### src/rtl/mem_beat_responder_pkg.sv
// ---------------------------------------------------------------------------
// mem_beat_responder_pkg
//   Shared types and constants for the 256-bit to 32-bit beat responder.
//   - state_t : responder FSM states (IDLE, WRITE, READ, DONE)
//   - beat_t  : 3-bit beat index within one 256-bit block
//   - BEATS   : number of narrow RAM words per upstream block
// ---------------------------------------------------------------------------
package mem_beat_responder_pkg;

  localparam int V_DEF  = 256;
  localparam int W_DEF  = 32;
  localparam int AW_DEF = 14;
  localparam int BEATS  = V_DEF / W_DEF;

  typedef enum logic [1:0] {
    IDLE  = 2'd0,
    WRITE = 2'd1,
    READ  = 2'd2,
    DONE  = 2'd3
  } state_t;

  typedef logic [2:0] beat_t;

  localparam beat_t LAST_BEAT = beat_t'(BEATS - 1);

  // True on the final beat of a block; the counter wraps to 0 right after it.
  function automatic logic isLastBeat(input beat_t b);
    return (b == LAST_BEAT);
  endfunction

endpackage

### src/rtl/mem_beat_responder_rd_assembler.sv
// ---------------------------------------------------------------------------
// rd_assembler
//   Collects the 32-bit words returned by the RAM and packs them into the
//   256-bit readData register. A valid pipeline RD_LAT deep tracks each
//   read strobe so the returned word is captured exactly when it arrives.
//   Ports:
//     clk          : clock, rising edge
//     rst          : asynchronous active-low reset
//     i_ramRe      : RAM read strobe issued this cycle
//     i_ramRdata   : RAM read data (valid RD_LAT cycles after i_ramRe)
//     o_readData   : assembled block, beat b in bits [W*b +: W]
//     o_lastWord   : the final word of the block is being captured this cycle
// ---------------------------------------------------------------------------
module rd_assembler
  import mem_beat_responder_pkg::*;
#(
  parameter int V      = 256,
  parameter int W      = 32,
  parameter int RD_LAT = 1
) (
  input  logic         clk,
  input  logic         rst,
  input  logic         i_ramRe,
  input  logic [W-1:0] i_ramRdata,
  output logic [V-1:0] o_readData,
  output logic         o_lastWord
);

  logic [RD_LAT-1:0] r_vld;
  beat_t             r_idx;
  logic [V-1:0]      r_readData;
  logic              w_capture;

  assign w_capture  = r_vld[RD_LAT-1];
  assign o_lastWord = w_capture && isLastBeat(r_idx);
  assign o_readData = r_readData;

  // The valid pipeline mirrors the RAM's read latency. Words return in issue
  // order, so a simple wrapping index is enough to place each one; it lands
  // back on 0 after the eighth word, ready for the next block.
  always_ff @(posedge clk or negedge rst) begin
    if (!rst) begin
      r_vld      <= '0;
      r_idx      <= '0;
      r_readData <= '0;
    end else begin
      r_vld[0] <= i_ramRe;
      for (int i = 1; i < RD_LAT; i++) begin
        r_vld[i] <= r_vld[i-1];
      end
      if (w_capture) begin
        r_readData[int'(r_idx)*W +: W] <= i_ramRdata;
        r_idx                          <= r_idx + beat_t'(1);
      end
    end
  end

endmodule

### src/rtl/mem_beat_responder.sv
// ---------------------------------------------------------------------------
// mem_beat_responder
//   Memory-side responder for the aligner's 256-bit RAM port. Every block
//   access is served as eight sequential 32-bit beats on a narrow word RAM;
//   read beats are reassembled into readData. busy stalls the aligner while
//   an access is in flight.
//   Ports:
//     clk, rst             : clock (rising edge), async active-low reset
//     rden, wren           : upstream read / write request
//     ip_address           : block address (AW bits)
//     byteena, writeData   : upstream byte enables and write data
//     readData             : assembled read block (held across writes/idle)
//     resp_valid           : one-cycle completion pulse
//     busy                 : access outstanding, upstream must hold
//     ram_addr             : word address {block, beat}
//     ram_re, ram_we       : RAM read / write strobes
//     ram_be, ram_wdata    : per-beat byte enables and write data
//     ram_rdata            : RAM read data, RD_LAT cycles after ram_re
//   RD_LAT is legal in the range 1..2.
// ---------------------------------------------------------------------------
module mem_beat_responder
  import mem_beat_responder_pkg::*;
#(
  parameter int V      = 256,
  parameter int W      = 32,
  parameter int AW     = 14,
  parameter int RD_LAT = 1
) (
  input  logic           clk,
  input  logic           rst,
  input  logic           rden,
  input  logic           wren,
  input  logic [AW-1:0]  ip_address,
  input  logic [V/8-1:0] byteena,
  input  logic [V-1:0]   writeData,
  output logic [V-1:0]   readData,
  output logic           resp_valid,
  output logic           busy,
  output logic [AW+2:0]  ram_addr,
  output logic           ram_re,
  output logic           ram_we,
  output logic [W/8-1:0] ram_be,
  output logic [W-1:0]   ram_wdata,
  input  logic [W-1:0]   ram_rdata
);

  state_t           r_state;
  beat_t            r_beat;
  logic             r_issued;
  logic [AW-1:0]    r_addr;
  logic [V/8-1:0]   r_be;
  logic [V-1:0]     r_wdata;

  logic [W/8-1:0]   w_beatBe;
  logic [W-1:0]     w_beatData;
  logic             w_lastWord;

  assign w_beatBe   = r_be[int'(r_beat)*(W/8) +: W/8];
  assign w_beatData = r_wdata[int'(r_beat)*W +: W];

  // Responder FSM. Writes win over a simultaneous read; the read is not
  // captured and upstream presents it again. In READ the issue side stops
  // once all eight strobes are out (r_issued), while completion waits for
  // the assembler to capture the last returned word.
  always_ff @(posedge clk or negedge rst) begin
    if (!rst) begin
      r_state  <= IDLE;
      r_beat   <= '0;
      r_issued <= 1'b0;
      r_addr   <= '0;
      r_be     <= '0;
      r_wdata  <= '0;
    end else begin
      case (r_state)
        IDLE: begin
          if (wren) begin
            r_addr  <= ip_address;
            r_be    <= byteena;
            r_wdata <= writeData;
            r_state <= WRITE;
          end else if (rden) begin
            r_addr   <= ip_address;
            r_issued <= 1'b0;
            r_state  <= READ;
          end
        end
        WRITE: begin
          r_beat <= r_beat + beat_t'(1);
          if (isLastBeat(r_beat)) begin
            r_state <= DONE;
          end
        end
        READ: begin
          if (!r_issued) begin
            r_beat <= r_beat + beat_t'(1);
            if (isLastBeat(r_beat)) begin
              r_issued <= 1'b1;
            end
          end
          if (w_lastWord) begin
            r_state <= DONE;
          end
        end
        DONE: begin
          r_state <= IDLE;
        end
        default: begin
          r_state <= IDLE;
        end
      endcase
    end
  end

  // RAM side is decoded from state and captured registers. In IDLE busy
  // follows the request inputs so the requesting cycle already stalls the
  // aligner; DONE drops busy so upstream can move on the next cycle. Beats
  // whose byte enables are all zero still spend their cycle, just without
  // a write strobe.
  always_comb begin
    busy      = 1'b0;
    ram_addr  = '0;
    ram_re    = 1'b0;
    ram_we    = 1'b0;
    ram_be    = '0;
    ram_wdata = '0;
    case (r_state)
      IDLE: begin
        busy = rden | wren;
      end
      WRITE: begin
        busy      = 1'b1;
        ram_addr  = {r_addr, r_beat};
        ram_be    = w_beatBe;
        ram_wdata = w_beatData;
        ram_we    = |w_beatBe;
      end
      READ: begin
        busy = 1'b1;
        if (!r_issued) begin
          ram_re   = 1'b1;
          ram_addr = {r_addr, r_beat};
        end
      end
      default: begin
        busy = 1'b0;
      end
    endcase
  end

  assign resp_valid = (r_state == DONE);

  rd_assembler #(
    .V      (V),
    .W      (W),
    .RD_LAT (RD_LAT)
  ) u_rdAssembler (
    .clk        (clk),
    .rst        (rst),
    .i_ramRe    (ram_re),
    .i_ramRdata (ram_rdata),
    .o_readData (readData),
    .o_lastWord (w_lastWord)
  );

endmodule

### config.mk
export PLATFORM = sky130hd
export DESIGN_NAME = mem_beat_responder
export DESIGN_NICKNAME = d
export VERILOG_FILES = /design/src/rtl/mem_beat_responder_pkg.sv /design/src/rtl/mem_beat_responder_rd_assembler.sv /design/src/rtl/mem_beat_responder.sv
export SDC_FILE = /design/constraint.sdc
export NUM_CORES = 1
export LEC_CHECK = 0
export CORE_MARGIN = 3
export CORE_UTILIZATION = 35
export DETAILED_ROUTE_END_ITERATION = 8
export RECOVER_POWER = 25
export SYNTH_ARGS = -nofsm -noshare
export SYNTH_HDL_FRONTEND = slang
export SYNTH_SLANG_ARGS = --single-unit
### constraint.sdc
create_clock -name clk -period 2.2 [get_ports clk]
set_input_delay 0.22 -clock clk [delete_from_list [all_inputs] [get_ports clk]]
set_output_delay 0.22 -clock clk [all_outputs]
set_load 0.01 [all_outputs]
==> impl_metrics.toml, run 1 <==
[outcome]
outcome = "finished, violations left"
violations = "setup timing"

[logic_synthesis]
synth-seq-area-share_pct = 57.3
synth.cell_area_sq_um = 24800
synth.most_common_cell = "dfrtp_1"
syn_area_per_cell_sq_um = 15.2
synth_seq_cells = 568
synthTopCellsByCount = "dfrtp_1 (568), mux2_2 (403), mux2_4 (90), and2_1 (81), mux4_2 (72)"
synth_ff_type = "dfrtp_1"
synth_cell_types = 36
yosys_warnings = 0
yosysTopAreaCell = "dfrtp_1"
synth-edff-count = 0
postSynth.asyncResetShare_pct = 100
synthCells = 1637
synth_top_area_share_pct = 57.3
syn_nets = 1987
yosys-top-cells-area = "dfrtp_1 (57%), mux2_2 (18%), mux4_2 (6.5%)"

[worst_setup_path]
required_ns = 1.98
r2r_start = "u_rdAssembler.r_idx[0]$_DFFE_PN0P_"
critPathCapture = "ram_we"
slowest_delay_ns = 0.52
cp_max_fo = 7
path_cells = "buf_4 -> clkbuf_16 -> mux4_2 -> mux2i_4 -> a41oi_2 -> buf_2"
worstSetupPathDepth = 6
critPathSlowestCell = "mux4_2"
critical_path.top_delay_family = "multiplexers"
r2r_setup_slack_ns = -0.05
worstReg2RegEnd = "u_rdAssembler.o_readData[215]$_DFFE_PN0P_"
start_kind = "register"
endpoint_kind = "output port"
crit_arrival_ns = 2.41
critical_path_class = "register to output port"
reg2reg_depth = 7
cp.buffers_inverters = 3
startpoint = "r_beat[0]$_DFFE_PN0P_"

[cts]
h-tree-depth = 3
cts_made_buffers = 66
cts-root-buf = "clkbuf_16"
clk_latency_ns = 0.60
cts_max_path_buffers = 3
path_clk_slew_ns = 0.06
cts_tree = "built"
cts.sinks = 568

[global_route]
grt_pass1_wl_mm = 125
grt_pass1_vias = 18124
overflow = 0
grt_antenna_before_repair = 31
grt_max_degree = 95
track_usage_pct = 22.7

[floorplan]
die-height_um = 272
die_w_um = 272
rows = 96
ios = 651
start_util_pct = 35.7
dieArea_sq_um = 74100
core_area_sq_um = 69400

[final_layout]
nets = 2705
final_cells = 3356
final_area_sq_um = 35800
area_delta_synth_final_pct = 44.3
drive_gt1_share_pct = 37.1

[place]
place_area_sq_um = 33100
dp_cells = 3187
place_congestion = 0.830
dpl.hpwl_mm = 65.0
portBuffers = 650

[route]
wl_per_cell_um = 25.8
drc = 0
drt_iter0_drc = 792
vias = 16812
wirelength_mm = 86.5
viasPerCell = 5.01
drtPass1Iterations = 5
ant_nets = 0

[run]
max_cap_viol_count = 0

[sta]
setup-tns-final_ns = -14.36
tightest_slew_ns = 1.45
slew_headroom_pct = 3.26
final_max_slew_viol_count = 0
fin_ws_ns = -0.434
rsz0062_at_grt = "yes"
hold_violations = 0
timing.final.crit_share_pct = 120
min_period_ns = 2.63
finalSetupViolCount = 85
fin_skew_ns = 0.0176
fmax_ghz = 0.380

[power]
power.density_nw_per_um2 = 1460
peakVddDrop_v = 0.000745
leakage_nw = 15.7

[worst_hold_path]
hp-class = "input pin to register"
what timing repair did:
item,4_1_cts,5_1_grt
gates resized for setup,292,40
hold endpoints to repair,105,0
cloned,5,5
buffers inserted,18,6
pin swaps,18,20
setup endpoints to repair,56,94
hold buffers,1,0
per-layer routing:
metal  vias to the layer above  GRT usage, %  routed length [um]
met2                       527          39.8               44200
li1                       7341             -                   -
met1                      8769          26.1               32800
met4                        32          6.72                2320
met5                         -             0                 217
met3                       143          8.01                6900
cell families (layout without fill, tap and decap cells):
logic type / after synthesis / after routing / share of synthesized area, %
XOR/XNOR: 2 / 2 / 0.0706
AO/OA/AOI/OAI: 108 / 108 / 2.47
adder cells (fa/ha/maj): 12 / 12 / 0.605
multiplexers: 623 / 623 / 32.7
flip-flops: 568 / 568 / 57.3
other: 0 / 17 / 0
AND/OR/NAND/NOR: 202 / 202 / 4.43
buffers and inverters: 122 / 893 / 2.45
layout by cell type (no fill, tap or decap), drive strengths merged, types with 2 or more instances in the layout:
cell type and count:
clkdlybuf4s50 593, dfrtp 568, mux2 512, buf 155
clkbuf 111, and2 81, o21ai 78, mux4 72
nor2 40, mux2i 39, nand2 38, nor2b 30
o31ai 22, diode 17, clkinv 17, ha 12
inv 12, a21oi 3, nand2b 3, or4 3
xor2 2, bufinv 2, o21a 2, or2 2
worst min-delay path by stage:
stage | startpoint | endpoint | depth (start not counted)
after global routing | writeData[65] | r_wdata[65]$_DFFE_PN0P_ | 2
after CTS | rst | u_rdAssembler.o_readData[29]$_DFFE_PN0P_ | 2
after detailed placement | rst | u_rdAssembler.o_readData[29]$_DFFE_PN0P_ | 1
final | writeData[182] | r_wdata[182]$_DFFE_PN0P_ | 2
after floorplan | rst | r_addr[0]$_DFFE_PN0P_ | 0
after global placement | rst | u_rdAssembler.o_readData[154]$_DFFE_PN0P_ | 1
where the power goes:
group          total, mW  switching (mW)  leakage [nW]  internal [mW]
registers           17.6            2.58          6.99           15.0
clock network       11.0            4.48          1.10           6.55
logic               23.7            10.0          7.60           13.6
sequential cells by signal, indices dropped and copies added, names as in the netlist, 2 cells and up:
name / cells
r_addr: 14
r_be: 32
r_beat: 3
r_state: 2
r_wdata: 256
u_rdAssembler.o_readData: 256
u_rdAssembler.r_idx: 3
worst register-to-register path: stages, from the launching register on:
cell       delay [ns]
dfrtp_1          0.39
inv_2            0.07
ha_1             0.21
ha_4             0.25
nand2b_4         0.15
or4_4            0.53
clkbuf_16        0.24
mux2_4           0.31
stage by stage:
stage / power, mW / hold slack (ns) / worst slack (ns) / util [%]
floorplan: 29.7 / -0.0756 / 0.00145 / -
global placement: 39.5 / 0.188 / -0.205 / 47.6
detailed placement: 40.1 / 0.193 / -0.239 / 47.6
CTS: 52.3 / 0.151 / -0.471 / 51.2
global route: 55.1 / 0.204 / -0.524 / 51.5
finish: 52.3 / 0.233 / -0.434 / 51.6
final cells by class:
| class | count | area [sq um] |
|---|---|---|
| fillers | 5900 | 33600 |
| flip-flops and latches | 568 | 14200 |
| multi-input cells | 947 | 10200 |
| repair buffers | 764 | 7930 |
| clock buffers | 97 | 1990 |
| well taps | 931 | 1160 |
| clock inverters | 24 | 214 |
| diodes | 17 | 42.5 |
| inverters | 8 | 30.0 |
Power figures use the tool's default switching activity.
==> run 2, diff against run 1 <==
--- a/config.mk
+++ b/config.mk
@@ -5,10 +5,13 @@
 export SDC_FILE = /design/constraint.sdc
 export NUM_CORES = 1
 export LEC_CHECK = 0
+export CORE_ASPECT_RATIO = 1.5
 export CORE_MARGIN = 3
 export CORE_UTILIZATION = 35
+export CTS_BUF_LIST = sky130_fd_sc_hd__clkbuf_4 sky130_fd_sc_hd__clkbuf_8
 export DETAILED_ROUTE_END_ITERATION = 8
 export RECOVER_POWER = 25
+export SETUP_SLACK_MARGIN = 0.1
 export SYNTH_ARGS = -nofsm -noshare
 export SYNTH_HDL_FRONTEND = slang
 export SYNTH_SLANG_ARGS = --single-unit
==> run 2 against run 1 <==
Against the previous run: the flow finishes with violations (capacitance limit, slew limit, setup timing); largest power group unchanged; sequential cell count unchanged; via count up 2.7%; clock power down 4%; largest cell class unchanged; critical endpoint is now ram_wdata[15].
==> impl_metrics.toml, run 2 (synthesis results as in run 1) <==
[place]
place_congestion = 0.863
portBuffers = 650
dpl.hpwl_mm = 62.7
dp_cells = 3172
place_ws_ns = -0.172

[route]
drtPass1Iterations = 5
drt_iter0_drc = 755
vias = 17262
wirelength_mm = 88.4
ant_nets = 0
drc = 0
viasPerCell = 5.05
wl_per_cell_um = 25.9

[power]
swShare_pct = 33.2
seq_power_share_pct = 33.2
clkPwrFrac_pct = 19.7
peakVddDrop_v = 0.000695
pwr-share-comb_pct = 47.2
p_sw_mw = 17.9
leakage_nw = 16.3
internal_power_mw = 36.1
power.density_nw_per_um2 = 1470

[sta]
rsz0062_at_grt = "yes"
tightest_slew_ns = 2.00
fmax_ghz = 0.361
final_max_slew_viol_count = 60
finalSetupViolCount = 91
fin_skew_ns = 0.0297
min_period_ns = 2.77
setup-tns-final_ns = -22.30
slew_headroom_pct = -33.0
timing.final.crit_share_pct = 126
fin_ws_ns = -0.567
hold_violations = 0

[global_route]
grt_pass1_vias = 18861
overflow = 0
grt_max_degree = 63
grt_antenna_before_repair = 40
grt_pass1_wl_mm = 124
track_usage_pct = 22.4

[worst_hold_path]
hp-start = "writeData[83]"
hold_depth = 2
whs_endpoint = "r_wdata[83]$_DFFE_PN0P_"
hp-class = "input pin to register"

[cts]
cts_made_buffers = 94
cts_tree = "built"
clk_latency_ns = 0.72
cts_max_path_buffers = 3
h-tree-depth = 3
path_clk_slew_ns = 0.06
cts-root-buf = "clkbuf_8"
cts.sinks = 568

[floorplan]
start_util_pct = 35.6
core_area_sq_um = 69700
die-height_um = 332
rows = 118
dieArea_sq_um = 74200
die_w_um = 223
ios = 651

[final_layout]
multiInputGateArea_sq_um = 10600
area_delta_synth_final_pct = 48.5
seq_area_sq_um = 14200
most-common-layout-cells = "clkdlybuf4s50_1 (592), dfrtp_1 (563), mux2_2 (390)"
final_cells = 3419
nets = 2784
layout_commonest_cell = "clkdlybuf4s50_1"
drive_gt1_share_pct = 42.0
finish.utilization_pct = 52.9
fillers = 5938

[worst_setup_path]
start_kind = "register"
required_ns = 1.98
crit_arrival_ns = 2.55
slowest_delay_ns = 0.51
cp_max_fo = 8
critical_path_class = "register to output port"
endpoint_kind = "output port"
critPathSlowestCell = "mux4_2"
reg2reg_depth = 8
worstReg2RegEnd = "u_rdAssembler.o_readData[72]$_DFFE_PN0P_"
crit_top_cell = "buf_12"
r2r_setup_slack_ns = -0.05
r2r_start = "u_rdAssembler.r_idx[0]$_DFFE_PN0P_"
path_cells = "buf_12 -> buf_12 -> buf_12 -> mux4_2 -> mux2i_1 -> nor2_1 -> buf_2"

[outcome]
outcome = "finished, violations left"
violations = "capacitance limit, slew limit, setup timing"

[run]
max_cap_viol_count = 1
[run 2: worst max path at each step]
| stage | startpoint | end |
|---|---|---|
| after floorplan | u_rdAssembler.r_idx[0]$_DFFE_PN0P_ | u_rdAssembler.o_readData[194]$_DFFE_PN0P_ |
| after global placement | r_beat[0]$_DFFE_PN0P_ | ram_wdata[29] |
| after detailed placement | r_beat[0]$_DFFE_PN0P_ | ram_wdata[29] |
| after CTS | r_beat[0]$_DFFE_PN0P_ | ram_wdata[15] |
| after global routing | r_beat[0]$_DFFE_PN0P_ | ram_wdata[15] |
| final | r_beat[0]$_DFFE_PN0P_ | ram_wdata[15] |
[run 2: worst max-delay path: cells and delay by family (launching register included)]
kind / cells / cell delay (ns)
and+or+nand+nor: 1 / 0.10
DFF: 1 / 0.45
muxes: 2 / 0.69
buffers and inverters: 4 / 0.59
[run 2: final cells by class]
cell class | count | area share, %
Clock inverter | 19 | 0.764
Sequential cell | 568 | 38.6
Timing Repair Buffer | 815 | 23.6
Tap cell | 900 | 3.06
Clock buffer | 148 | 5.14
Multi-Input combinational cell | 947 | 28.6
Antenna cell | 14 | 0.0950
Inverter | 8 | 0.102
[run 2: layer usage]
metal	routed length [um]	GRT usage (%)
met4	2510	7.15
met5	307	0
met2	44400	38.7
met1	32300	24.5
met3	8890	10.1
[run 2: stage by stage]
| step | cell area (sq um) | power (mW) | hold slack, ns |
|---|---|---|---|
| floorplan | 24900 | 29.7 | -0.0756 |
| global placement | 33300 | 40.1 | 0.248 |
| detailed placement | 33300 | 40.7 | 0.254 |
| CTS | 36000 | 52.8 | 0.0296 |
| global route | 36800 | 56.8 | 0.0713 |
| finish | 36900 | 54.0 | 0.106 |
[run 2: power by group through the flow]
stage	clock (mW)	combinational (mW)	sequential (mW)
after CTS	10.9	24.0	17.9
after global placement	0	22.2	17.8
after floorplan	0	12.2	17.5
final	10.6	25.5	17.9
after global routing	11.4	27.1	18.4
after detailed placement	0	22.6	18.0
[run 2: repair_timing]
item / 4_1_cts / 5_1_grt
cloned: 9 / 17
endpoints found under the setup margin: 121 / 241
gates resized for setup: 317 / 126
endpoints found under the hold margin: 378 / 0
hold buffers: 1 / 0
buffers inserted: 26 / 18
pin swaps: 13 / 33
==> run 3, diff against run 2 <==
--- a/config.mk
+++ b/config.mk
@@ -5,7 +5,7 @@
 export SDC_FILE = /design/constraint.sdc
 export NUM_CORES = 1
 export LEC_CHECK = 0
-export CORE_ASPECT_RATIO = 1.5
+export CORE_ASPECT_RATIO = 0.6
 export CORE_MARGIN = 3
 export CORE_UTILIZATION = 35
 export CTS_BUF_LIST = sky130_fd_sc_hd__clkbuf_4 sky130_fd_sc_hd__clkbuf_8
==> run 3 against run 2 <==
Against the previous run: the run still ends with capacitance limit, slew limit, setup timing left; sequential share of layout area is 0.31 points higher; die area hardly changed; fmax is 0.84% lower; via count is 2.3% higher; combinational power is 2% higher; clock power is 7% lower; largest power group unchanged; highest routed layer unchanged.
==> impl_metrics.toml, run 3 (synthesis results as in run 1) <==
[outcome]
outcome = "finished, violations left"
violations = "capacitance limit, slew limit, setup timing"

[route]
wirelength_mm = 95.1
topRoutingLayerUsed = "met5"
wl_met1_mm = 42.9
viasPerCell = 5.13
ant_nets = 0
met3WireLength_mm = 6.22
drt_iter0_drc = 1253
met2WireLength_mm = 43.0
drtPass1Iterations = 5
wl_per_cell_um = 27.6
vias = 17661
drc = 0

[sta]
final_max_slew_viol_count = 126
slew_headroom_pct = -23.2
min_period_ns = 2.79
rsz0062_at_grt = "yes"
finalSetupViolCount = 151
hold_violations = 0
setup-tns-final_ns = -32.72
fmax_ghz = 0.358
fin_skew_ns = 0.0438
fin_ws_ns = -0.591
tightest_slew_ns = 1.85
timing.final.crit_share_pct = 127

[place]
portBuffers = 650
place_ws_ns = -0.360
place_congestion = 0.871
dpl.hpwl_mm = 66.3

[floorplan]
core_area_sq_um = 69100
rows = 74
dieArea_sq_um = 74200
ios = 651
die_w_um = 350
start_util_pct = 35.9
die-height_um = 212

[run]
max_cap_viol_count = 3

[worst_setup_path]
endpoint_kind = "output port"
critical_path.top_delay_family = "multiplexers"
r2r_setup_slack_ns = -0.22
critPathSlowestCell = "dfrtp_4"
required_ns = 1.98
crit_arrival_ns = 2.57
start_kind = "register"
startpoint = "r_beat[0]$_DFFE_PN0P_"
r2r_start = "u_rdAssembler.r_idx[0]$_DFFE_PN0P_"
cp.buffers_inverters = 4
critical_path_class = "register to output port"
reg2reg_depth = 9
path_cells = "buf_12 -> buf_4 -> buf_16 -> mux4_2 -> mux2i_1 -> nor2_1 -> buf_2"
cp_max_fo = 9
slowest_delay_ns = 0.51
worstSetupPathDepth = 7

[final_layout]
seq_area_sq_um = 14200
area_delta_synth_final_pct = 47.3
multiInputGateArea_sq_um = 10500
drive_gt1_share_pct = 41.2
fillers = 5765
layout_commonest_cell = "clkdlybuf4s50_1"
most-common-layout-cells = "clkdlybuf4s50_1 (592), dfrtp_1 (564), mux2_2 (380)"
nets = 2787

[global_route]
track_usage_pct = 24.2
grt_pass1_wl_mm = 131
grt_max_degree = 82
grt_pass1_vias = 18526
overflow = 0
grt_antenna_before_repair = 25

[cts]
cts-root-buf = "clkbuf_8"
path_clk_slew_ns = 0.07
clk_latency_ns = 0.70
cts.sinks = 568
cts_made_buffers = 91
cts_max_path_buffers = 3
cts_tree = "built"
h-tree-depth = 3

[worst_hold_path]
hold_depth = 2
hp-class = "input pin to register"
hp-start = "writeData[191]"

[power]
peakVddDrop_v = 0.000619
leakage_nw = 16.3
power.density_nw_per_um2 = 1470
## run 3: changes by cell type in the layout (fill, tap and decap cells not counted), moves of 5 or more
cell,change
clkbuf_4,+9
diode_2,+8
mux2_2,-10
clkinv_2,+10
o31ai_1,+8
clkbuf_8,-20
o21ai_0,+6
o31ai_2,-5
buf_4,+15
buf_6,-6
o21ai_2,-5
mux2_4,+10
## run 3: what timing repair did
item / in CTS / in global routing
endpoints found under the setup margin: 159 / 217
hold endpoints to repair: 306 / 0
buffers inserted: 43 / 24
cloned: 13 / 13
pin swaps: 23 / 30
hold buffers: 2 / 0
resized for setup: 336 / 87
## run 3: per-layer routing
layer	vias to the layer above	GRT usage, %
li1	7507	-
met1	9394	33.7
met2	590	36.7
met3	166	6.26
met4	4	8.77
met5	-	0
## run 3: area by class of cell
cell class                 instances  area share [%]
tap                              912            3.12
timing repair buffer             821            23.8
antenna                           22           0.151
sequential                       568            38.9
clock buffer                     136            4.59
multi-input combinational        947            28.6
clock inverter                    27           0.705
inverter                           8           0.103
## run 3: final timing paths
| check | endpoint |
|---|---|
| min in group asynchronous | r_wdata[156]$_DFFE_PN0P_ |
| worst min register to register | u_rdAssembler.o_readData[167]$_DFFE_PN0P_ |
| worst max-delay path | ram_wdata[17] |
| worst min-delay path | r_wdata[191]$_DFFE_PN0P_ |
| worst max register to register | u_rdAssembler.o_readData[144]$_DFFE_PN0P_ |
| max in group asynchronous | r_beat[1]$_DFFE_PN0P_ |
## run 3: per-stage QoR
| stage | hold WS (ns) | utilization, % | instance area, sq um | power, mW | std cells |
|---|---|---|---|---|---|
| floorplan | -0.0756 | - | 24900 | 29.7 | 1637 |
| global placement | 0.169 | 47.9 | 33100 | 39.9 | 3172 |
| detailed placement | 0.171 | 47.9 | 33100 | 40.5 | 3172 |
| CTS | 0.0407 | 52.1 | 36000 | 52.6 | 3393 |
| global route | 0.0836 | 52.9 | 36500 | 56.4 | 3433 |
| finish | 0.134 | 52.9 | 36600 | 53.7 | 3441 |
## run 3: where the power goes
| group | internal [mW] | switching (mW) |
|---|---|---|
| Clock | 5.36 | 4.46 |
| Combinational | 14.8 | 11.1 |
| Sequential | 15.0 | 2.93 |
| Total | 35.2 | 18.5 |
